File: src/rtl/rx_gain_tune_controller.sv
// Retune sequencer and automatic CIC gain loop for the AM receiver.
// Define RX_GAIN_TUNE_CONTROLLER_AGC_EN to build the AGC; otherwise cic_gain follows cic_gain_manual.
module rx_gain_tune_controller #(
    parameter int unsigned WIDTH       = 16,
    parameter int unsigned WINDOW      = 1024,
    parameter int unsigned SETTLE      = 8,
    parameter int unsigned HIGH_THRESH = 24576,
    parameter int unsigned LOW_THRESH  = 8192,
    parameter int unsigned GAIN_INIT   = 8,
    parameter int unsigned GAIN_MAX    = 15,
    parameter logic [31:0] RESET_PHASE = 32'h0
) (
    input  logic             clock,
    input  logic             clock_sreset,
    input  logic             tune_valid,
    input  logic [31:0]      tune_phase,
    output logic             tune_ready,
    input  logic [3:0]       cic_gain_manual,
    input  logic             demodulated_valid,
    input  logic [WIDTH-1:0] demodulated_out,
    output logic [31:0]      phase_increment,
    output logic [3:0]       cic_gain,
    output logic             mute,
    output logic             gain_locked
);

    typedef enum logic [1:0] {ST_SETTLE, ST_MEASURE, ST_ADJUST} state_t;

    localparam int unsigned    SW          = $clog2(SETTLE + 1);
    localparam logic [SW-1:0]  SETTLE_LAST = SW'(SETTLE - 1);
    localparam logic [3:0]     GAIN_RST    = 4'(GAIN_INIT);

    state_t        state_q, state_d;
    logic [SW-1:0] settle_q, settle_d;
    logic [31:0]   phase_q, phase_d;
    logic [3:0]    gain_q, gain_d;
    logic          mute_q, mute_d;
    logic          ready_q, ready_d;
    logic          locked_q, locked_d;

`ifdef RX_GAIN_TUNE_CONTROLLER_AGC_EN
    localparam int unsigned      WW       = $clog2(WINDOW);
    localparam logic [WW-1:0]    WIN_LAST = WW'(WINDOW - 1);
    localparam logic [WIDTH-1:0] MID      = {1'b1, {(WIDTH-1){1'b0}}};
    localparam logic [WIDTH-2:0] HIGH_T   = (WIDTH-1)'(HIGH_THRESH);
    localparam logic [WIDTH-2:0] LOW_T    = (WIDTH-1)'(LOW_THRESH);
    localparam logic [3:0]       GAIN_TOP = 4'(GAIN_MAX);

    logic [WW-1:0]    win_q, win_d;
    logic [WIDTH-2:0] peak_q, peak_d;
    logic             discard_q, discard_d;
    logic             hold_q, hold_d;
    logic [WIDTH-1:0] diff;
    logic [WIDTH-2:0] dev;
    logic [3:0]       unused_manual;

    assign unused_manual = cic_gain_manual;

    // Distance from midscale; only a zero sample overflows WIDTH-1 bits.
    always_comb begin
        diff = (demodulated_out >= MID) ? (demodulated_out - MID) : (MID - demodulated_out);
        dev  = diff[WIDTH-1] ? '1 : diff[WIDTH-2:0];
    end
`else
    logic [WIDTH-1:0] unused_sample;

    assign unused_sample = demodulated_out;
`endif

    always_comb begin
        state_d  = state_q;
        settle_d = settle_q;
        phase_d  = phase_q;
        gain_d   = gain_q;
        locked_d = locked_q;
`ifdef RX_GAIN_TUNE_CONTROLLER_AGC_EN
        win_d     = win_q;
        peak_d    = peak_q;
        discard_d = discard_q;
        hold_d    = hold_q;
`else
        gain_d   = cic_gain_manual;
        locked_d = 1'b1;
`endif
        case (state_q)
            ST_SETTLE: begin
                if (demodulated_valid) begin
                    if (settle_q == SETTLE_LAST) begin
                        settle_d = '0;
                        state_d  = ST_MEASURE;
                    end else begin
                        settle_d = settle_q + 1'b1;
                    end
                end
            end
            ST_MEASURE: begin
`ifdef RX_GAIN_TUNE_CONTROLLER_AGC_EN
                if (demodulated_valid) begin
                    peak_d = (dev > peak_q) ? dev : peak_q;
                    if (win_q == WIN_LAST) begin
                        win_d   = '0;
                        state_d = ST_ADJUST;
                    end else begin
                        win_d = win_q + 1'b1;
                    end
                end
`endif
            end
`ifdef RX_GAIN_TUNE_CONTROLLER_AGC_EN
            ST_ADJUST: begin
                // A sample here opens the next window rather than being dropped.
                state_d = ST_MEASURE;
                peak_d  = demodulated_valid ? dev : '0;
                win_d   = demodulated_valid ? WW'(1) : '0;
                if (discard_q) begin
                    discard_d = 1'b0;
                end else if (peak_q >= HIGH_T && gain_q != '0) begin
                    gain_d    = gain_q - 1'b1;
                    locked_d  = 1'b0;
                    hold_d    = 1'b0;
                    discard_d = 1'b1;
                end else if (peak_q < LOW_T && gain_q < GAIN_TOP) begin
                    gain_d    = gain_q + 1'b1;
                    locked_d  = 1'b0;
                    hold_d    = 1'b0;
                    discard_d = 1'b1;
                end else begin
                    locked_d = locked_q | hold_q;
                    hold_d   = 1'b1;
                end
            end
`endif
            default: state_d = ST_SETTLE;
        endcase

        // Retune overrides any window result decided on the same edge.
        if (tune_valid && ready_q) begin
            state_d  = ST_SETTLE;
            settle_d = '0;
            phase_d  = tune_phase;
`ifdef RX_GAIN_TUNE_CONTROLLER_AGC_EN
            gain_d    = GAIN_RST;
            locked_d  = 1'b0;
            win_d     = '0;
            peak_d    = '0;
            discard_d = 1'b0;
            hold_d    = 1'b0;
`endif
        end

        mute_d  = (state_d == ST_SETTLE);
        ready_d = (state_d == ST_MEASURE);
    end

    always_ff @(posedge clock) begin
        if (clock_sreset) begin
            state_q  <= ST_SETTLE;
            settle_q <= '0;
            phase_q  <= RESET_PHASE;
            gain_q   <= GAIN_RST;
            mute_q   <= 1'b1;
            ready_q  <= 1'b0;
            locked_q <= 1'b0;
`ifdef RX_GAIN_TUNE_CONTROLLER_AGC_EN
            win_q     <= '0;
            peak_q    <= '0;
            discard_q <= 1'b0;
            hold_q    <= 1'b0;
`endif
        end else begin
            state_q  <= state_d;
            settle_q <= settle_d;
            phase_q  <= phase_d;
            gain_q   <= gain_d;
            mute_q   <= mute_d;
            ready_q  <= ready_d;
            locked_q <= locked_d;
`ifdef RX_GAIN_TUNE_CONTROLLER_AGC_EN
            win_q     <= win_d;
            peak_q    <= peak_d;
            discard_q <= discard_d;
            hold_q    <= hold_d;
`endif
        end
    end

    assign phase_increment = phase_q;
    assign cic_gain        = gain_q;
    assign mute            = mute_q;
    assign tune_ready      = ready_q;
    assign gain_locked     = locked_q;

endmodule

File: config.mk
export PLATFORM = sky130hd
export DESIGN_NAME = rx_gain_tune_controller
export DESIGN_NICKNAME = d
export VERILOG_FILES = /design/src/rtl/rx_gain_tune_controller.sv
export SDC_FILE = /design/constraint.sdc
export NUM_CORES = 1
export LEC_CHECK = 0
export ABC_AREA = 1
export ABC_CLOCK_PERIOD_IN_PS = 1100
export CORE_MARGIN = 2
export CORE_UTILIZATION = 35
export DETAILED_ROUTE_END_ITERATION = 8
export PLACE_DENSITY = 0.76
export SLEW_MARGIN = 20
export SYNTH_ARGS = -nofsm -noshare
export SYNTH_HDL_FRONTEND = slang
export SYNTH_SLANG_ARGS = --single-unit
export TNS_END_PERCENT = 20
File: constraint.sdc
create_clock -name clock -period 1.1 [get_ports clock]
set_input_delay 0.22 -clock clock [delete_from_list [all_inputs] [get_ports clock]]
set_output_delay 0.22 -clock clock [all_outputs]
set_load 0.01 [all_outputs]
==> impl_metrics.env, run 1 <==
export IMPL_io_buffers=78
export IMPL_dieWidth_um=71.41
export IMPL_grtUsageTotal=0.1365
export IMPL_hold_viol=0
export IMPL_postCtsSetupBuffers=0
export IMPL_dr_pass1_iters=4
export IMPL_timing_rr_end="settle_q[2]"
export IMPL_cts_max_level=2
export IMPL_post_route_period_util=0.9691
export IMPL_cellPowerDensity_mw_per_mm2=1193
export IMPL_critPathMaxFanout=2
export IMPL_drt_wl_total_um=3519
export IMPL_pwr_share_clk=0.332
export IMPL_syn_area_per_cell_um2=8.155
export IMPL_critPathMaxStageDelay_ns=0.34
export IMPL_ys_warn_count=0
export IMPL_hold_depth=3
export IMPL_worst_setup_path_type="reg -> out"
export IMPL_crit_chain="clkdlybuf4s15_2"
export IMPL_reg2reg_slack_ns=0.12
export IMPL_comb_power_share=0.086
export IMPL_holdPathEnd="cic_gain[1]"
export IMPL_grt_antenna_before_repair=0
export IMPL_rows=24
export IMPL_tns_ns=0
export IMPL_die_y_um=71.41
export IMPL_numClockSinks=45
export IMPL_synth_cell_types=21
export IMPL_start_util=0.3652
export IMPL_setup_viol=0
export IMPL_pin_count=95
export IMPL_synthMuxAreaShare=0
export IMPL_reg2reg_depth=4
export IMPL_drive_gt1_frac=0.2274
export IMPL_synthXorXnorAreaFrac=0.01101
export IMPL_drc=0
export IMPL_critical_path_arrival_ns=0.85
export IMPL_whs_ns=0.4438
export IMPL_ys_seq_area_frac=0.5665
export IMPL_crit_buf_inv=1
export IMPL_cts_buffers=5
export IMPL_final_antenna_net_count=0
export IMPL_grt_first_pass_wirelength_um=5361
export IMPL_cpMaxStageDelayCell="dfxtp_1"
export IMPL_route_vias_total=1447
export IMPL_clk_pin_slew_ns=0.08
export IMPL_ir_drop_v=0.0006399
export IMPL_wl_per_cell_um=10.70
export IMPL_min_path_type="in -> reg"
export IMPL_power_share_sequential=0.582
export IMPL_grt_overflow=0
export IMPL_grt_pass1_vias=1241
export IMPL_gp_congestion=0.7612
export IMPL_syn_to_final_growth_pct=49.96
export IMPL_r2r_start="settle_q[0]"
export IMPL_cts_hold_fix_buffers=0
export IMPL_core_area_mm2=0.004354
export IMPL_dieArea_mm2=0.005099
export IMPL_cts_tree="done"
export IMPL_intPower_w=0.002258
export IMPL_worst_setup_path_start_kind="flip-flop"
export IMPL_synth_compound_area_share=0.1204
export IMPL_synth_seq_cells=45
export IMPL_root_buffer="clkbuf_8"
export IMPL_netSwitchingFraction=0.2061
export IMPL_rsz0062_at_grt="no"
export IMPL_crit_family="flip-flops"
export IMPL_finClkSkew_ns=0.002117
export IMPL_max_freq_mhz=938.1
export IMPL_drt_iter0_markers=54
export IMPL_dp_hpwl_um=2487
export IMPL_synth_top_family_by_area="simple AND/OR/NAND/NOR gates"
export IMPL_cp_required_ns=0.88
export IMPL_clock_latency_ns=0.28
export IMPL_synth_fp_nets=252
export IMPL_cts_max_path_buffers=2
export IMPL_grt_max_degree=34
export IMPL_end_kind="output port"
export IMPL_vias_per_cell=4.398
export IMPL_synth_area_mm2=0.001590
export IMPL_netSwitchingPower_w=0.0005862
export IMPL_hold_path_startpoint="cic_gain_manual[1]"
export IMPL_n_antenna_cell=0
export IMPL_synth_fa_ha_area_frac=0.007868
export IMPL_synth_simple_area_share=0.2337
export IMPL_netlist_instances=195
export IMPL_p_leak_nw=1.014
export IMPL_min_period_ns=1.066
export IMPL_finalMaxSlewViolations=0
export IMPL_outcome="completed"
export IMPL_final_nets=333
export IMPL_drv_cap=0
==> metal layers <==
metal,up-vias,track usage,part of all wire
met5,-,0,0
met4,0,0.06289,0.0099
met3,2,0.06470,0.092
met2,50,0.2233,0.46
met1,625,0.1499,0.44
li1,770,-,-
==> power by group through the flow <==
| stage | logic (W) | clock network [W] | registers (W) |
|---|---|---|---|
| 2_1_floorplan | 0.0000734 | 0 | 0.00170 |
| 3_3_place_gp | 0.000252 | 0 | 0.00169 |
| 3_5_place_dp | 0.000250 | 0 | 0.00169 |
| 4_1_cts | 0.000247 | 0.000978 | 0.00166 |
| 5_1_grt | 0.000273 | 0.00105 | 0.00166 |
| 6_report | 0.000244 | 0.000945 | 0.00166 |
==> state kept, by name (all words and copies together) (netlist names) <==
| signal | cells |
|---|---|
| state_q | 2 |
| cic_gain | 4 |
| mute | 1 |
| gain_locked | 1 |
| tune_ready | 1 |
| settle_q | 4 |
| phase_increment | 32 |
==> repair_timing <==
action                                  in CTS  in global routing
gates resized for setup                     81                 41
endpoints found under the setup margin      41                 39
endpoints found under the hold margin        0                  0
==> final cells by class <==
| cell class | instances | area, µm² |
|---|---|---|
| clock buffer | 8 | 80.08 |
| sequential | 45 | 905.9 |
| inverter | 10 | 42.54 |
| tap | 52 | 65.06 |
| fill | 435 | 1969 |
| multi-input combinational | 131 | 596.8 |
| timing repair buffer | 83 | 694.4 |
==> cells in the final DEF (no fill, tap or decap), drive strengths merged <==
cell type,count
buf,7
o21ai,33
clkdlybuf4s15,8
nor2,76
nand2,10
o21bai,1
nand3,3
ha,1
a21oi,3
inv,10
conb,1
or2,1
clkbuf,37
xor2,2
clkdlybuf4s50,39
dfxtp,45
==> worst max-delay path by stage <==
stage                         from                  end  depth (start not counted)
2_1_floorplan           tune_ready  phase_increment[10]                          4
3_3_place_gp          clock_sreset  phase_increment[30]                          4
3_5_place_dp          clock_sreset  phase_increment[29]                          4
4_1_cts        phase_increment[15]  phase_increment[15]                          1
5_1_grt        phase_increment[17]  phase_increment[17]                          1
6_report       phase_increment[17]  phase_increment[17]                          1
==> cells by family (layout without fill, tap and decap cells) <==
group,count (synthesis),count (layout)
simple gates,90,90
flops,45,45
compound gates,37,37
buf+inv,19,101
xor+xnor,2,2
fa+ha+maj,1,1
other cells,1,1
==> synth_stat cells (all sizes together) <==
cell	count	area (µm²)
nand3	3	20.02
o21bai	1	11.26
ha	1	12.51
o21ai	33	165.2
conb	1	3.750
or2	1	6.260
inv	10	37.54
nor2	76	300.3
buf	6	40.04
nand2	10	45.05
clkbuf	3	15.01
xor2	2	17.52
a21oi	3	15.01
dfxtp	45	900.9
==> stage by stage <==
step / setup WS [ns] / power (W) / std cells / instance area (µm²) / utilization
after floorplan: 0.1850 / 0.001772 / 195 / 1590 / -
after global placement: -0.2886 / 0.001946 / 321 / 2444 / 0.5612
after detailed placement: -0.2981 / 0.001944 / 321 / 2444 / 0.5612
after CTS: 0.0009982 / 0.002881 / 329 / 2529 / 0.5807
after global routing: 0.0001967 / 0.002983 / 329 / 2385 / 0.5477
final: 0.03397 / 0.002844 / 329 / 2385 / 0.5477
==> worst reg2reg max path: stages, from the launching register on <==
cell and delay [ns]:
dfxtp_1 0.37, ha_1 0.21, xor2_1 0.16, nand2_1 0.07, a21oi_1 0.11
Power figures use the tool's default switching activity.
==> inputs of run 2 (changes only) <==
CORE_UTILIZATION = 37   (was 35)
PLACE_DENSITY = 0.79   (was 0.76)
==> impl_metrics.env, run 2 (synthesis gave the netlist of run 1 again) <==
export IMPL_min_period_ns=1.065
export IMPL_grt_util_met1=0.1815
export IMPL_place_area_mm2=0.002469
export IMPL_drt_iter0_markers=61
export IMPL_placedCellCount=321
export IMPL_route_vias_total=1488
export IMPL_finalCoreUtilization=0.6004
export IMPL_critical_path_arrival_ns=0.85
export IMPL_critPathMaxFanout=2
export IMPL_start_util=0.3919
export IMPL_reg2reg_depth=4
export IMPL_power_share_sequential=0.569
export IMPL_dr_pass1_iters=4
export IMPL_drc=0
export IMPL_clock_latency_ns=0.29
export IMPL_worst_setup_path_start_kind="flip-flop"
export IMPL_cpMaxStageDelayCell="dfxtp_2"
export IMPL_grtUsageTotal=0.1612
export IMPL_outcome="completed"
export IMPL_max_freq_mhz=938.7
export IMPL_layout_common_cells="nor2_1 (72), clkdlybuf4s50_1 (39), dfxtp_1 (33)"
export IMPL_vias_per_cell=4.537
export IMPL_worst_setup_path_type="reg -> out"
export IMPL_comb_power_share=0.085
export IMPL_netSwitchingFraction=0.2069
export IMPL_drive_gt1_frac=0.2662
export IMPL_pin_count=95
export IMPL_wl_per_cell_um=11.13
export IMPL_p_leak_nw=1.040
export IMPL_postCtsSetupBuffers=0
export IMPL_cp_required_ns=0.88
export IMPL_path_depth=1
export IMPL_fin_cells=328
export IMPL_core_area_mm2=0.004058
export IMPL_final_antenna_net_count=0
export IMPL_die_y_um=69.56
export IMPL_cts_max_level=2
export IMPL_gp_congestion=0.7391
export IMPL_ir_drop_v=0.0009927
export IMPL_busiest_layer="met2"
export IMPL_cts_buffers=5
export IMPL_cts_tree="done"
export IMPL_finalInstanceArea_mm2=0.002436
export IMPL_netSwitchingPower_w=0.0006017
export IMPL_numClockSinks=45
export IMPL_pwr_share_clk=0.346
export IMPL_totalPowerFinal_w=0.002908
export IMPL_drv_cap=0
export IMPL_cts_max_path_buffers=2
export IMPL_hold_viol=0
export IMPL_setup_viol=0
export IMPL_hold_depth=3
export IMPL_grtUsageMet2=0.2714
export IMPL_met3_usage=0.06395
export IMPL_cts_hold_fix_buffers=0
export IMPL_finalMaxSlewViolations=0
export IMPL_syn_to_final_growth_pct=53.19
export IMPL_rows=23
export IMPL_min_path_type="in -> reg"
export IMPL_n_antenna_cell=0
export IMPL_grt_antenna_before_repair=0
export IMPL_finClkSkew_ns=0.003406
export IMPL_grt_max_degree=34
export IMPL_largest_reg_flops=32
export IMPL_cellPowerDensity_mw_per_mm2=1194
export IMPL_dieWidth_um=69.56
export IMPL_rsz0062_at_grt="yes"
export IMPL_grt_first_pass_wirelength_um=6189
export IMPL_dp_hpwl_um=2682
export IMPL_grt_pass1_vias=1415
export IMPL_final_nets=335
export IMPL_intPower_w=0.002307
export IMPL_grt_overflow=0
export IMPL_crit_family="flip-flops"
export IMPL_dieArea_mm2=0.004839
export IMPL_end_kind="output port"
export IMPL_final_common_cell="nor2_1"
export IMPL_clk_pin_slew_ns=0.08
export IMPL_crit_buf_inv=1
export IMPL_io_buffers=78
export IMPL_post_route_period_util=0.9685
export IMPL_crit_chain="clkdlybuf4s15_2"
export IMPL_critPathMaxStageDelay_ns=0.33
export IMPL_drt_wl_total_um=3649
export IMPL_cts_resized_gates=94
export IMPL_root_buffer="clkbuf_8"
run 2: cell count changes in the layout (fill, tap and decap cells not counted), moves of 2 or more:
cell / before / now
buf_2: 2 / 8
clkbuf_1: 3 / 1
clkbuf_2: 29 / 21
clkdlybuf4s15_2: 5 / 7
dfxtp_1: 41 / 33
dfxtp_2: 4 / 12
run 2: path summary, 6_finish.rpt:
| check | startpoint | endpoint | slack (ns) |
|---|---|---|---|
| max reg2reg | settle_q[0] | settle_q[0] | 0.10 |
| min | cic_gain_manual[0] | cic_gain[0] | 0.44 |
| min reg2reg | phase_increment[24] | phase_increment[24] | 0.48 |
| max | phase_increment[23] | phase_increment[23] | 0.03 |
run 2: power groups by stage:
stage / clock network, W / registers (W) / logic [W]
final: 0.00101 / 0.00166 / 0.000246
after global routing: 0.00112 / 0.00166 / 0.000275
after CTS: 0.00105 / 0.00166 / 0.000250
after detailed placement: 0 / 0.00169 / 0.000253
after global placement: 0 / 0.00169 / 0.000253
after floorplan: 0 / 0.00170 / 0.0000734
run 2: stage by stage:
step	setup TNS (ns)	hold WS [ns]	setup WS, ns
after floorplan	0	0.2912	0.1850
after global placement	-9.191	0.4606	-0.2583
after detailed placement	-10.29	0.4709	-0.2928
after CTS	0	0.4306	0.0004080
after global routing	-0.03017	0.4486	-0.03017
final	0	0.4389	0.03467
run 2: cell type report:
cell class | count | area, µm²
Clock buffer | 7 | 86.33
Fill cell | 395 | 1622
Inverter | 10 | 40.04
Multi-Input combinational cell | 131 | 596.8
Sequential cell | 45 | 915.9
Tap cell | 50 | 62.56
Timing Repair Buffer | 85 | 734.5
run 2: per-layer routing:
layer | share of wire | wire length [µm] | vias up
met2 | 0.47 | 1715 | 56
met3 | 0.097 | 355 | 8
met4 | 0.017 | 61 | 0
met1 | 0.42 | 1516 | 648
li1 | - | - | 776
met5 | 0 | 0 | -
run 2: worst register-to-register path, stage by stage, from the launching register on:
cell	delay, ns
dfxtp_1	0.38
ha_1	0.22
nand3_2	0.13
nand2_1	0.12
nor2_1	0.05
